<file path="config.mk">
export PLATFORM = sky130hd
export DESIGN_NAME = mem_port_arbiter
export DESIGN_NICKNAME = d
export VERILOG_FILES = /design/src/rtl/mem_port_arbiter.sv
export SDC_FILE = /design/constraint.sdc
export NUM_CORES = 1
export LEC_CHECK = 0
export BUFFER_PORTS_ARGS = -buffer_cell sky130_fd_sc_hd__buf_4
export CAP_MARGIN = 20
export CORE_MARGIN = 2
export CORE_UTILIZATION = 40
export CTS_BUF_LIST = sky130_fd_sc_hd__clkbuf_4 sky130_fd_sc_hd__clkbuf_8
export DETAILED_ROUTE_END_ITERATION = 10
export PLACE_DENSITY = 0.67
export SYNTH_ARGS = -nofsm -noshare
export SYNTH_HDL_FRONTEND = slang
export SYNTH_SLANG_ARGS = --single-unit
</file>
<file path="constraint.sdc">
create_clock -name clk -period 5.1 [get_ports clk]
set_input_delay 0.51 -clock clk [delete_from_list [all_inputs] [get_ports clk]]
set_output_delay 0.51 -clock clk [all_outputs]
set_load 0.01 [all_outputs]
</file>
<file path="src/rtl/mem_port_arbiter.sv">
// mem_port_arbiter
// Shares one single-port unified memory between instruction fetch (IF) and
// data load/store (D). Each access goes through three phases:
//   - arbitrate in IDLE
//   - drive the memory for one ACCESS cycle
//   - for reads, WAIT out the fixed read latency and return the data
//     to the requester that owns the access.
// Data wins ties. A starvation counter forces a fetch after STARVE_MAX
// consecutive data grants taken while a fetch was pending.
//
// Optional build macro: MEM_PORT_ARBITER_MISALIGN_EXC_EN
//   When defined, a misaligned data access is not issued to memory. The block
//   instead pulses d_misalign for one cycle and returns to IDLE.
module mem_port_arbiter #(
  parameter int MEM_LAT    = 2,
  parameter int STARVE_MAX = 4,
  parameter int AW         = 32
) (
  input  logic          clk,
  input  logic          Reset,
  input  logic          if_req,
  input  logic [AW-1:0] if_addr,
  output logic          if_gnt,
  output logic          if_rvalid,
  output logic [31:0]   if_rdata,
  input  logic          d_req,
  input  logic          d_we,
  input  logic [AW-1:0] d_addr,
  input  logic [31:0]   d_wdata,
  input  logic [1:0]    d_size,
  output logic          d_gnt,
  output logic          d_rvalid,
  output logic [31:0]   d_rdata,
`ifdef MEM_PORT_ARBITER_MISALIGN_EXC_EN
  output logic          d_misalign,
`endif
  output logic          mem_en,
  output logic          mem_we,
  output logic [AW-1:0] mem_addr,
  output logic [31:0]   mem_wdata,
  output logic [1:0]    mem_size,
  input  logic [31:0]   mem_rdata,
  output logic          busy,
  output logic          owner
);

  // Latency counter only has to hold MEM_LAT-1.
  localparam int CW = (MEM_LAT > 1) ? $clog2(MEM_LAT) : 1;
  localparam int SW = $clog2(STARVE_MAX + 1);
  localparam logic [CW-1:0] LAT_LOAD   = CW'(MEM_LAT - 1);
  localparam logic [SW-1:0] STARVE_TOP = SW'(STARVE_MAX);

  typedef enum logic [1:0] {
    S_IDLE   = 2'd0,
    S_ACCESS = 2'd1,
    S_WAIT   = 2'd2,
    S_MISAL  = 2'd3
  } state_t;

  state_t          r_state;
  logic [CW-1:0]   r_cnt;
  logic [SW-1:0]   r_starve;
  logic            r_acc_we;
  logic            r_if_gnt;
  logic            r_d_gnt;
  logic            r_mem_en;
  logic            r_mem_we;
  logic [AW-1:0]   r_mem_addr;
  logic [31:0]     r_mem_wdata;
  logic [1:0]      r_mem_size;
  logic            r_owner;
  logic            r_if_rvalid;
  logic            r_d_rvalid;
  logic [31:0]     r_if_rdata;
  logic [31:0]     r_d_rdata;
`ifdef MEM_PORT_ARBITER_MISALIGN_EXC_EN
  logic            r_misal;
`endif

  logic            w_if_forced;
  logic            w_pick_d;
  logic            w_pick_if;
  logic            w_d_ok;
  logic [SW-1:0]   w_starve_d;

  // Saturating increment of the starvation count.
  function automatic logic [SW-1:0] sat_inc(input logic [SW-1:0] v);
    if (v >= STARVE_TOP) return STARVE_TOP;
    return v + SW'(1);
  endfunction

  // Arbitration decision for the current IDLE cycle.
  always_comb begin
    w_if_forced = if_req && (r_starve == STARVE_TOP);
    w_pick_d    = d_req && !w_if_forced;
    w_pick_if   = if_req && !w_pick_d;
    // A data grant only counts toward starvation while a fetch is waiting.
    w_starve_d  = if_req ? sat_inc(r_starve) : '0;
`ifdef MEM_PORT_ARBITER_MISALIGN_EXC_EN
    w_d_ok      = !(((d_size == 2'b00) && (d_addr[1:0] != 2'b00)) ||
                    ((d_size == 2'b01) && d_addr[0]));
`else
    w_d_ok      = 1'b1;
`endif
  end

  // Access sequencer: arbitrate, issue, wait for read data, respond.
  always_ff @(posedge clk or posedge Reset) begin
    if (Reset) begin
      r_state     <= S_IDLE;
      r_cnt       <= '0;
      r_starve    <= '0;
      r_acc_we    <= 1'b0;
      r_if_gnt    <= 1'b0;
      r_d_gnt     <= 1'b0;
      r_mem_en    <= 1'b0;
      r_mem_we    <= 1'b0;
      r_mem_addr  <= '0;
      r_mem_wdata <= '0;
      r_mem_size  <= 2'b00;
      r_owner     <= 1'b0;
      r_if_rvalid <= 1'b0;
      r_d_rvalid  <= 1'b0;
      r_if_rdata  <= '0;
      r_d_rdata   <= '0;
`ifdef MEM_PORT_ARBITER_MISALIGN_EXC_EN
      r_misal     <= 1'b0;
`endif
    end else begin
      // Strobes are single-cycle pulses; only the states below raise them.
      r_if_gnt    <= 1'b0;
      r_d_gnt     <= 1'b0;
      r_mem_en    <= 1'b0;
      r_mem_we    <= 1'b0;
      r_if_rvalid <= 1'b0;
      r_d_rvalid  <= 1'b0;
`ifdef MEM_PORT_ARBITER_MISALIGN_EXC_EN
      r_misal     <= 1'b0;
`endif
      case (r_state)
        S_IDLE: begin
          if (w_pick_d) begin
            r_starve <= w_starve_d;
            if (w_d_ok) begin
              r_d_gnt     <= 1'b1;
              r_mem_en    <= 1'b1;
              r_mem_we    <= d_we;
              r_acc_we    <= d_we;
              r_mem_addr  <= d_addr;
              r_mem_wdata <= d_wdata;
              r_mem_size  <= d_size;
              r_owner     <= 1'b1;
              r_state     <= S_ACCESS;
            end
`ifdef MEM_PORT_ARBITER_MISALIGN_EXC_EN
            else begin
              // Rejected access still consumes this arbitration slot.
              r_misal <= 1'b1;
              r_state <= S_MISAL;
            end
`endif
          end else if (w_pick_if) begin
            r_starve    <= '0;
            r_if_gnt    <= 1'b1;
            r_mem_en    <= 1'b1;
            r_mem_we    <= 1'b0;
            r_acc_we    <= 1'b0;
            r_mem_addr  <= if_addr;
            r_mem_wdata <= '0;
            r_mem_size  <= 2'b00;
            r_owner     <= 1'b0;
            r_state     <= S_ACCESS;
          end else begin
            // No request at all implies no fetch is pending.
            r_starve <= '0;
          end
        end
        S_ACCESS: begin
          if (r_acc_we) begin
            r_state <= S_IDLE;
          end else begin
            r_cnt   <= LAT_LOAD;
            r_state <= S_WAIT;
          end
        end
        S_WAIT: begin
          if (r_cnt != '0) begin
            r_cnt <= r_cnt - CW'(1);
          end else begin
            // Only the owner's data register moves; the other side holds.
            if (r_owner) begin
              r_d_rdata  <= mem_rdata;
              r_d_rvalid <= 1'b1;
            end else begin
              r_if_rdata  <= mem_rdata;
              r_if_rvalid <= 1'b1;
            end
            r_state <= S_IDLE;
          end
        end
        // Misalign bounce and any unexpected encoding both go back to IDLE.
        default: begin
          r_state <= S_IDLE;
        end
      endcase
    end
  end

  assign if_gnt     = r_if_gnt;
  assign if_rvalid  = r_if_rvalid;
  assign if_rdata   = r_if_rdata;
  assign d_gnt      = r_d_gnt;
  assign d_rvalid   = r_d_rvalid;
  assign d_rdata    = r_d_rdata;
`ifdef MEM_PORT_ARBITER_MISALIGN_EXC_EN
  assign d_misalign = r_misal;
`endif
  assign mem_en     = r_mem_en;
  assign mem_we     = r_mem_we;
  assign mem_addr   = r_mem_addr;
  assign mem_wdata  = r_mem_wdata;
  assign mem_size   = r_mem_size;
  assign busy       = (r_state != S_IDLE);
  assign owner      = r_owner;

endmodule

</file>
==> metrics.yaml <==
worst_setup_path:
  arrival_ns: 3.07
  path_class: "reg -> reg"
  cp_top_family: "buffers and inverters"
  worst_r2r_path_depth: 5
  crit_required_ns: 5.40
  path_max_fanout: 72
  crit_path_max_incr_delay_ns: 0.66
  rr_startpoint: "r_state[0]$_DFFE_PP0P_"
  start_kind: "flop"
  rr_endpoint: "mem_addr[4]$_DFFE_PP0P_"
  path_cells: "nor2_4 > buf_4 > nand2_2 > inv_2 > o221ai_1"
  crit_buf_inv: 2
  endpoint_kind: "flop"
  critical_path.slowest_cell: "inv_2"
  r2r_slack_ns: 2.33
final_layout:
  multi_input_area_mm2: 0.00208
  mostFrequentLayoutCells: "buf_4, dfrtp_1, mux2_4"
  nFillCells: 1259
  final_common_cell: "buf_4"
  post-route-util: 0.571
  regArea_mm2: 0.00360
  drive_above_1_share: 0.533
  diodes: 0
  nets: 841
  area_delta_synth_final_pct: 41.4
floorplanning:
  die-area_mm2: 0.0162
  ios: 273
  dieWidth_um: 127
  start_util: 0.404
  rows: 45
  fp.dieH_um: 127
  coreArea_mm2: 0.0150
synthesis:
  ys_async_sr_fraction: 1.00
  yosysWarningCount: 0
  syn-cell-area_mm2: 0.00607
  yosysTopAreaCell: "dfrtp_1"
  avgSynthCellArea_um2: 13.6
  syn_nets: 583
  ys_ff_latch: 144
  synth_edf_count: 0
  synth-adder-area-share: 0.00412
  synthMuxAreaShare: 0.155
  synth_top_family_by_area: "multiplexers"
  synth-simple-area-share: 0.0804
  synthXorXnorAreaFrac: 0
  ys.flop_type: "dfrtp_1"
  netlist_instances: 446
  synth-seq-area-share: 0.594
  yosys.area.top_type_share: 0.594
  synth_compound_area_frac: 0.104
  synthDistinctLibCells: 31
  ys_top_cells_by_area: "dfrtp_1, mux2_4, a22o_1"
power:
  cellPowerDensity_mw_per_mm2: 611
  power_uw: 5240
  leakagePower_uw: 0.00429
  irDropWorstVdd_uv: 230
grt:
  grt_pass1_wl_mm: 25.6
  grt_pass1_vias: 4906
  gr-total-overflow: 0
  antenna_found_initial: 0
  grtUsageTotal: 0.202
  grt_max_degree: 104
routing:
  first_iter_violations: 214
  viasPerCell: 5.22
  wl_per_cell_um: 17.8
  vias: 4726
  drc: 0
  drt_wl_total_mm: 16.1
  firstDrtPassIters: 5
  ant_nets: 0
clock_network:
  clkSlewWorstSetupHoldPaths_ns: 0.08
  clk_path_buf_depth: 2
  cts.sinks: 144
  htreeDepth: 4
  cts_tree: "done"
  cts_buffers: 17
  cts_root_buf: "clkbuf_8"
  clk_latency_ns: 0.44
  hold_buffers: 0
  post_cts_resized: 0
  cts_setup_buffers: 0
timing:
  period_minus_slack_ns: 2.77
  timing.hold.ws_ns: 0.249
  fin_crit_sh: 0.544
  worst_slew_pin_slew_ns: 0.915
  setup_violations: 0
  tns_ns: 0
  slew_headroom: 0.390
  fmax_mhz: 361
  final_hold_viol_count: 0
  setup_slack_ns: 2.33
  rsz0062_at_grt: "no"
  slew_violations: 0
  finalClockSkew_ns: 0.0105
placed_design:
  dp_hpwl_mm: 11.2
  place_ws_ns: 2.26
  place_congestion: 0.758
  io_buffers: 272
worst_hold_path:
  min_path_type: "in -> async"
run_status:
  status: "completed"
job:
  maxCapViolCount: 0
-- synth_stat cells, drive strengths merged, types with 3 or more instances --
cell type and instances:
a22o 35, buf 24, clkbuf 16, dfrtp 144, inv 39, mux2 64, nand2 5, nand3 35
nand4 32, nor2 3, o21ai 3, o221ai 32
-- registers in the layout, indices dropped and copies added (netlist names) --
name       flops
r_cnt          1
if_rdata      32
if_gnt         1
if_rvalid      1
d_gnt          1
owner          1
mem_size       2
mem_we         1
d_rdata       32
d_rvalid       1
mem_en         1
r_acc_we       1
r_state        2
r_starve       3
mem_addr      32
mem_wdata     32
-- power by group --
group	total, uW	switching, uW	internal, uW
registers	2010	334	1670
logic	2350	1040	1310
clock network	887	448	439
-- metrics by stage --
stage / cells / cell area, um^2
after floorplan: 446 / 6070
after global placement: 872 / 8160
after detailed placement: 872 / 8160
after CTS: 904 / 8560
after global routing: 905 / 8580
final: 905 / 8580
-- how the worst max path moves through the flow --
stage | start | endpoint | cells after the start
6_report | r_state[0]$_DFFE_PP0P_ | mem_addr[4]$_DFFE_PP0P_ | 5
5_1_grt | r_state[0]$_DFFE_PP0P_ | mem_addr[7]$_DFFE_PP0P_ | 5
4_1_cts | r_state[0]$_DFFE_PP0P_ | mem_addr[21]$_DFFE_PP0P_ | 5
3_5_place_dp | r_state[0]$_DFFE_PP0P_ | mem_addr[18]$_DFFE_PP0P_ | 5
3_3_place_gp | r_state[0]$_DFFE_PP0P_ | mem_addr[19]$_DFFE_PP0P_ | 5
2_1_floorplan | Reset | d_gnt$_DFF_PP0_ | 1
-- kinds of logic after synthesis --
kind of cell | after synthesis
compound gates | 75
buf+inv | 79
fa+ha+maj | 2
mux | 64
simple gates | 82
flops | 144
-- routing by layer --
layer | wire length (um) | GRT usage | part of all wire | vias to the layer above
met5 | 0 | 0 | 0 | -
met4 | 248 | 0.0685 | 0.015 | 0
met3 | 1180 | 0.0570 | 0.073 | 18
met2 | 7800 | 0.325 | 0.48 | 226
met1 | 6910 | 0.266 | 0.43 | 2326
li1 | - | - | - | 2156
-- area by class of cell --
type,instances,area share
clock inverter,15,0.0188
clock buffer,17,0.0273
inverter,39,0.0176
timing repair buffer,279,0.246
sequential,144,0.420
multi-input combinational,223,0.243
tap,188,0.0274
Note: power is estimated with default switching activity, not from simulation.
